<file path="config.mk">
export PLATFORM = sky130hd
export DESIGN_NAME = wb_arbiter
export DESIGN_NICKNAME = d
export VERILOG_FILES = /design/src/rtl/wb_arbiter.sv
export SDC_FILE = /design/constraint.sdc
export NUM_CORES = 1
export LEC_CHECK = 0
export ABC_AREA = 1
export CORE_AREA = 2 2 120 122
export CTS_CLUSTER_SIZE = 10
export DETAILED_ROUTE_END_ITERATION = 7
export DIE_AREA = 0 0 122 124
export PLACE_DENSITY = 0.54
export SYNTH_ARGS = -nofsm -noshare
export SYNTH_HDL_FRONTEND = slang
export SYNTH_SLANG_ARGS = --single-unit
</file>
<file path="constraint.sdc">
create_clock -name i_clk -period 2 [get_ports i_clk]
set_input_delay 0.4 -clock i_clk [delete_from_list [all_inputs] [get_ports i_clk]]
set_output_delay 0.4 -clock i_clk [all_outputs]
set_load 0.005 [all_outputs]
</file>
<file path="src/rtl/wb_arbiter.sv">
// wb_arbiter: two-master Wishbone-style arbiter in front of one memory slave.
// Master 0 is instruction fetch, master 1 is load/store. One transaction is
// outstanding at a time. Requests go to the slave combinationally, and the
// slave ack is returned to the owner combinationally. A watchdog ends a
// transaction with an error if the slave never acks.
//
//   state  | meaning
//   S_IDLE | arbitrate and forward the granted request; leave on acceptance
//   S_WAIT | waiting for slave ack or terminal count; no new request taken
module wb_arbiter #(
  parameter int TIMEOUT = 64
) (
  input  logic        i_clk,
  input  logic        i_reset,
  input  logic        i_m0_stb,
  input  logic        i_m0_we,
  input  logic [31:0] i_m0_addr,
  input  logic [31:0] i_m0_data,
  input  logic [2:0]  i_m0_sel,
  output logic        o_m0_ack,
  output logic        o_m0_stall,
  output logic        o_m0_err,
  output logic [31:0] o_m0_data,
  input  logic        i_m1_stb,
  input  logic        i_m1_we,
  input  logic [31:0] i_m1_addr,
  input  logic [31:0] i_m1_data,
  input  logic [2:0]  i_m1_sel,
  output logic        o_m1_ack,
  output logic        o_m1_stall,
  output logic        o_m1_err,
  output logic [31:0] o_m1_data,
  output logic        o_s_stb,
  output logic        o_s_we,
  output logic [31:0] o_s_addr,
  output logic [31:0] o_s_data,
  output logic [2:0]  o_s_sel,
  input  logic        i_s_ack,
  input  logic        i_s_stall,
  input  logic [31:0] i_s_data
);

  typedef enum logic {S_IDLE = 1'b0, S_WAIT = 1'b1} state_t;

  localparam logic [7:0] TC = 8'(TIMEOUT - 1);

  state_t     r_state;
  logic       r_owner;
  logic       r_last_owner;
  logic [7:0] r_count;

  logic        w_idle;
  logic        w_wait;
  logic        w_grant;
  logic        w_gidx;
  logic        w_accept;
  logic        w_tc;
  logic        w_done;
  logic        w_err;
  logic [31:0] w_rdata;

  // Outputs are forced quiet while reset is asserted, independent of state.
  assign w_idle = (r_state == S_IDLE) && !i_reset;
  assign w_wait = (r_state == S_WAIT) && !i_reset;

  // Tie goes to the master that did not own the previous transaction.
  assign w_grant  = w_idle && (i_m0_stb || i_m1_stb);
  assign w_gidx   = (i_m0_stb && i_m1_stb) ? ~r_last_owner : i_m1_stb;
  assign w_accept = w_grant && !i_s_stall;

  // Slave ack wins over terminal count on the same cycle.
  assign w_tc    = (r_count == TC);
  assign w_done  = w_wait && (i_s_ack || w_tc);
  assign w_err   = w_done && !i_s_ack;
  assign w_rdata = w_err ? 32'hFFFF_FFFF : i_s_data;

  // Forward the granted request to the slave, zeros when nothing is granted.
  always_comb begin
    o_s_stb  = w_grant;
    o_s_we   = 1'b0;
    o_s_addr = 32'h0;
    o_s_data = 32'h0;
    o_s_sel  = 3'b000;
    if (w_grant) begin
      o_s_we   = w_gidx ? i_m1_we   : i_m0_we;
      o_s_addr = w_gidx ? i_m1_addr : i_m0_addr;
      o_s_data = w_gidx ? i_m1_data : i_m0_data;
      o_s_sel  = w_gidx ? i_m1_sel  : i_m0_sel;
    end
  end

  // Per-master response: only the owner ever sees ack/err.
  always_comb begin
    o_m0_stall = !(w_accept && !w_gidx);
    o_m1_stall = !(w_accept && w_gidx);
    o_m0_ack   = w_done && !r_owner;
    o_m1_ack   = w_done && r_owner;
    o_m0_err   = o_m0_ack && w_err;
    o_m1_err   = o_m1_ack && w_err;
    o_m0_data  = o_m0_ack ? w_rdata : 32'hFFFF_FFFF;
    o_m1_data  = o_m1_ack ? w_rdata : 32'hFFFF_FFFF;
  end

  // Arbitration state, ownership and watchdog counter.
  always_ff @(posedge i_clk or posedge i_reset) begin
    if (i_reset) begin
      r_state      <= S_IDLE;
      r_owner      <= 1'b0;
      r_last_owner <= 1'b1;
      r_count      <= 8'd0;
    end else begin
      case (r_state)
        S_IDLE: begin
          if (w_accept) begin
            r_owner      <= w_gidx;
            r_last_owner <= w_gidx;
            r_count      <= 8'd0;
            r_state      <= S_WAIT;
          end
        end
        S_WAIT: begin
          if (w_done) r_state <= S_IDLE;
          else        r_count <= r_count + 8'd1;
        end
        default: r_state <= S_IDLE;
      endcase
    end
  end

endmodule

</file>
==> metrics.yaml <==
run_status:
  status: "finished, violations left"
  violations: "negative setup slack"
timing:
  fin_setup_tns_ns: -24.14
  max_freq_ghz: 0.434
  whs_ns: 0.202
  finClkSkew_ns: 0.000751
  grt_setup_unrepaired: "true"
  fin_crit_ns: 2.31
  slew_headroom_pct: 70.8
  hold_viol_final: 0
  worst_pin_slew_ns: 0.437
  min_period_over_period_pct: 115
  finalMaxSlewViolations: 0
  fin_ws_ns: -0.307
  setup_violations: 138
critical_path:
  path_cells: "ha_2, nand2_2, nor2_4, nand2_2, nand2_4, nand2_4, nor2_4, buf_6, clkbuf_16, nand3_2, buf_2"
  worstPathMaxFanout: 6
  crit_start: "r_count[0]"
  cp_data_arrival_time_ns: 1.91
  critPathSlowestCell: "dfrtp_1"
  regToRegEndpoint: "r_count[3]"
  path_class: "reg -> out"
  critical_path.top_delay_family: "simple AND/OR/NAND/NOR gates"
  r2r_start: "r_count[0]"
  cpPeakStageDelay_ns: 0.36
  critPathRequiredTime_ns: 1.60
  reg2reg_setup_slack_ns: 0.15
  reg2regPathDepth: 13
  crit_buf_inv: 3
  cp-end-kind: "output pin"
  critPathLaunchType: "register"
clock_network:
  h-tree-depth: 1
  numCtsBuffers: 3
  insertion_delay_ns: 0.24
  hold_buffers: 0
  clock_path_buffers: 2
  clock_sinks: 11
  root_buffer: "clkbuf_16"
  cts.clk_slew.worst_paths_ns: 0.04
  cts_tree: "built"
place:
  place.gp.congestion: 0.936
  dp_cells: 938
  detailed_place_hpwl_um: 11800
  pre_cts_ws_ns: -0.622
  io_buffers: 312
worst_hold_path:
  min_path_type: "in -> async"
power_and_ir_drop:
  powerDensity_nw_per_um2: 539
  p_sw_share_pct: 42.5
  seq_power_share_pct: 8.2
  p_leak_nw: 3.53
  p_int_mw: 2.34
  power_mw: 4.07
  p_clk_share_pct: 9.2
  p_sw_mw: 1.73
  vdd.ir_drop.worst_mv: 0.340
  pwr-share-comb_pct: 82.7
floorplanning:
  num_rows: 43
  die-area_um2: 15100
  fp.dieW_um: 122
  initial_core_util_pct: 16.5
  coreArea_um2: 13700
  ios: 313
  die_y_um: 124
finish:
  layout.nets: 1014
  drive_gt1_share_pct: 55.8
  n_antenna_cell: 0
  areaGrowthSynthToFinish_pct: 234
  stdcell_count: 1018
yosys:
  synthesis.instances: 436
  ys_warn_count: 0
  yosysSeqAreaShare_pct: 12.2
  synth_area_leaders: "nand2_1, nand3_1, a21oi_1"
  yosysTopAreaCell: "nand2_1"
  ys_ff_latch: 11
  netlist.area_leader.share_pct: 28.2
  synthesis.area_um2: 2260
  synth_fp_nets: 611
  synth.avg_cell_area_um2: 5.18
  synth.distinct_cells: 22
global_route:
  grt_pass1_vias: 4136
  grt-ovfl-total: 0
  antenna_found_initial: 0
  grt_pass1_wl_um: 22300
  grt_max_degree: 50
  grt_use_total_pct: 19.0
drt:
  wl_um: 17600
  avgViaCountPerCell: 4.48
  drt_iter0_markers: 128
  antenna_left: 0
  wl_per_cell_um: 17.3
  vias: 4560
  drt_drc_violations_left: 0
  drtPass1Iterations: 4
run:
  cap_violations: 0
## sequential cells by signal, indices dropped and copies added (netlist names)
| register | cells |
|---|---|
| r_state | 1 |
| r_count | 8 |
| r_last_owner | 1 |
| r_owner | 1 |
## per-stage QoR
| step | instance area (um2) | util [%] |
|---|---|---|
| after floorplan | 2260 | - |
| after global placement | 5840 | 42.6 |
| after detailed placement | 5840 | 42.6 |
| after CTS | 6440 | 46.9 |
| after global routing | 7550 | 55.0 |
| final | 7550 | 55.0 |
## worst register-to-register path: stages (launching register included)
cell     delay (ns)
dfrtp_1        0.36
ha_2           0.20
nand2_2        0.07
nor2_4         0.12
nand2_2        0.08
nand2_4        0.09
nand2_4        0.07
buf_4          0.14
buf_4          0.12
buf_4          0.13
nand2_4        0.12
nand2_4        0.11
nand2_1        0.08
nand2_1        0.05
## what timing repair did
item,in CTS,in global routing
cloned,13,8
setup endpoints to repair,147,139
resized for setup,514,362
pin swaps,16,50
buffers inserted,32,41
## synthesized netlist by cell type, drive strengths merged
cell / number
nor3: 1
buf: 20
a21oi: 71
o21ai: 3
clkbuf: 15
nor2: 16
ha: 1
o21a: 1
a31oi: 1
dfrtp: 10
nand3: 74
inv: 47
dfstp: 1
nand2: 175
## per-layer routing
metal | GRT usage [%] | vias up | routed length, um
met1 | 21.7 | 2099 | 6240
met4 | 7.04 | 0 | 491
li1 | - | 2200 | -
met2 | 34.3 | 235 | 9410
met3 | 4.40 | 26 | 1450
met5 | 0 | - | 0
## worst max path at each step
| stage | endpoint | cells past startpoint |
|---|---|---|
| finish | o_m1_data[3] | 11 |
| global route | o_m1_data[3] | 11 |
| CTS | o_m0_data[23] | 11 |
| detailed placement | o_s_addr[0] | 6 |
| global placement | o_s_addr[10] | 6 |
| floorplan | o_m0_data[10] | 8 |
## kinds of logic (layout without fill, tap and decap cells)
logic type	Yosys count	after routing	share of synthesized area, %
buf+inv	82	484	18.7
flops	11	11	12.2
simple gates	266	266	51.5
compound gates	76	76	17.0
fa+ha+maj	1	1	0.554
## cell usage in the layout (no fill, tap or decap), drive strengths merged
master         netlist  routed
nand3               74      74
clkdlybuf4s50        0     170
nor2                16      16
clkinvlp             0       1
nand2              175     175
o21a                 1       1
nor3                 1       1
dlymetal6s2s         0      14
ha                   1       1
dfrtp               10      10
clkbuf              15      33
a21oi               71      71
o21ai                3       3
buf                 20     219
inv                 47      47
dfstp                1       1
a31oi                1       1
## power by group through the flow
| stage | combinational [mW] | sequential [mW] | clock (mW) |
|---|---|---|---|
| floorplan | 0.898 | 0.318 | 0 |
| global placement | 2.24 | 0.327 | 0 |
| detailed placement | 2.25 | 0.331 | 0 |
| CTS | 2.74 | 0.330 | 0.380 |
| global route | 3.57 | 0.338 | 0.391 |
| finish | 3.36 | 0.332 | 0.373 |
## layout make-up
type	count	area, um2
Timing Repair inverter	1	7.51
Multi-Input combinational cell	343	2570
Timing Repair Buffer	432	4210
Sequential cell	11	277
Fill cell	1289	6170
Clock buffer	4	78.8
Inverter	47	189
Tap cell	180	225
No activity file was read; power rests on OpenSTA's default activity.
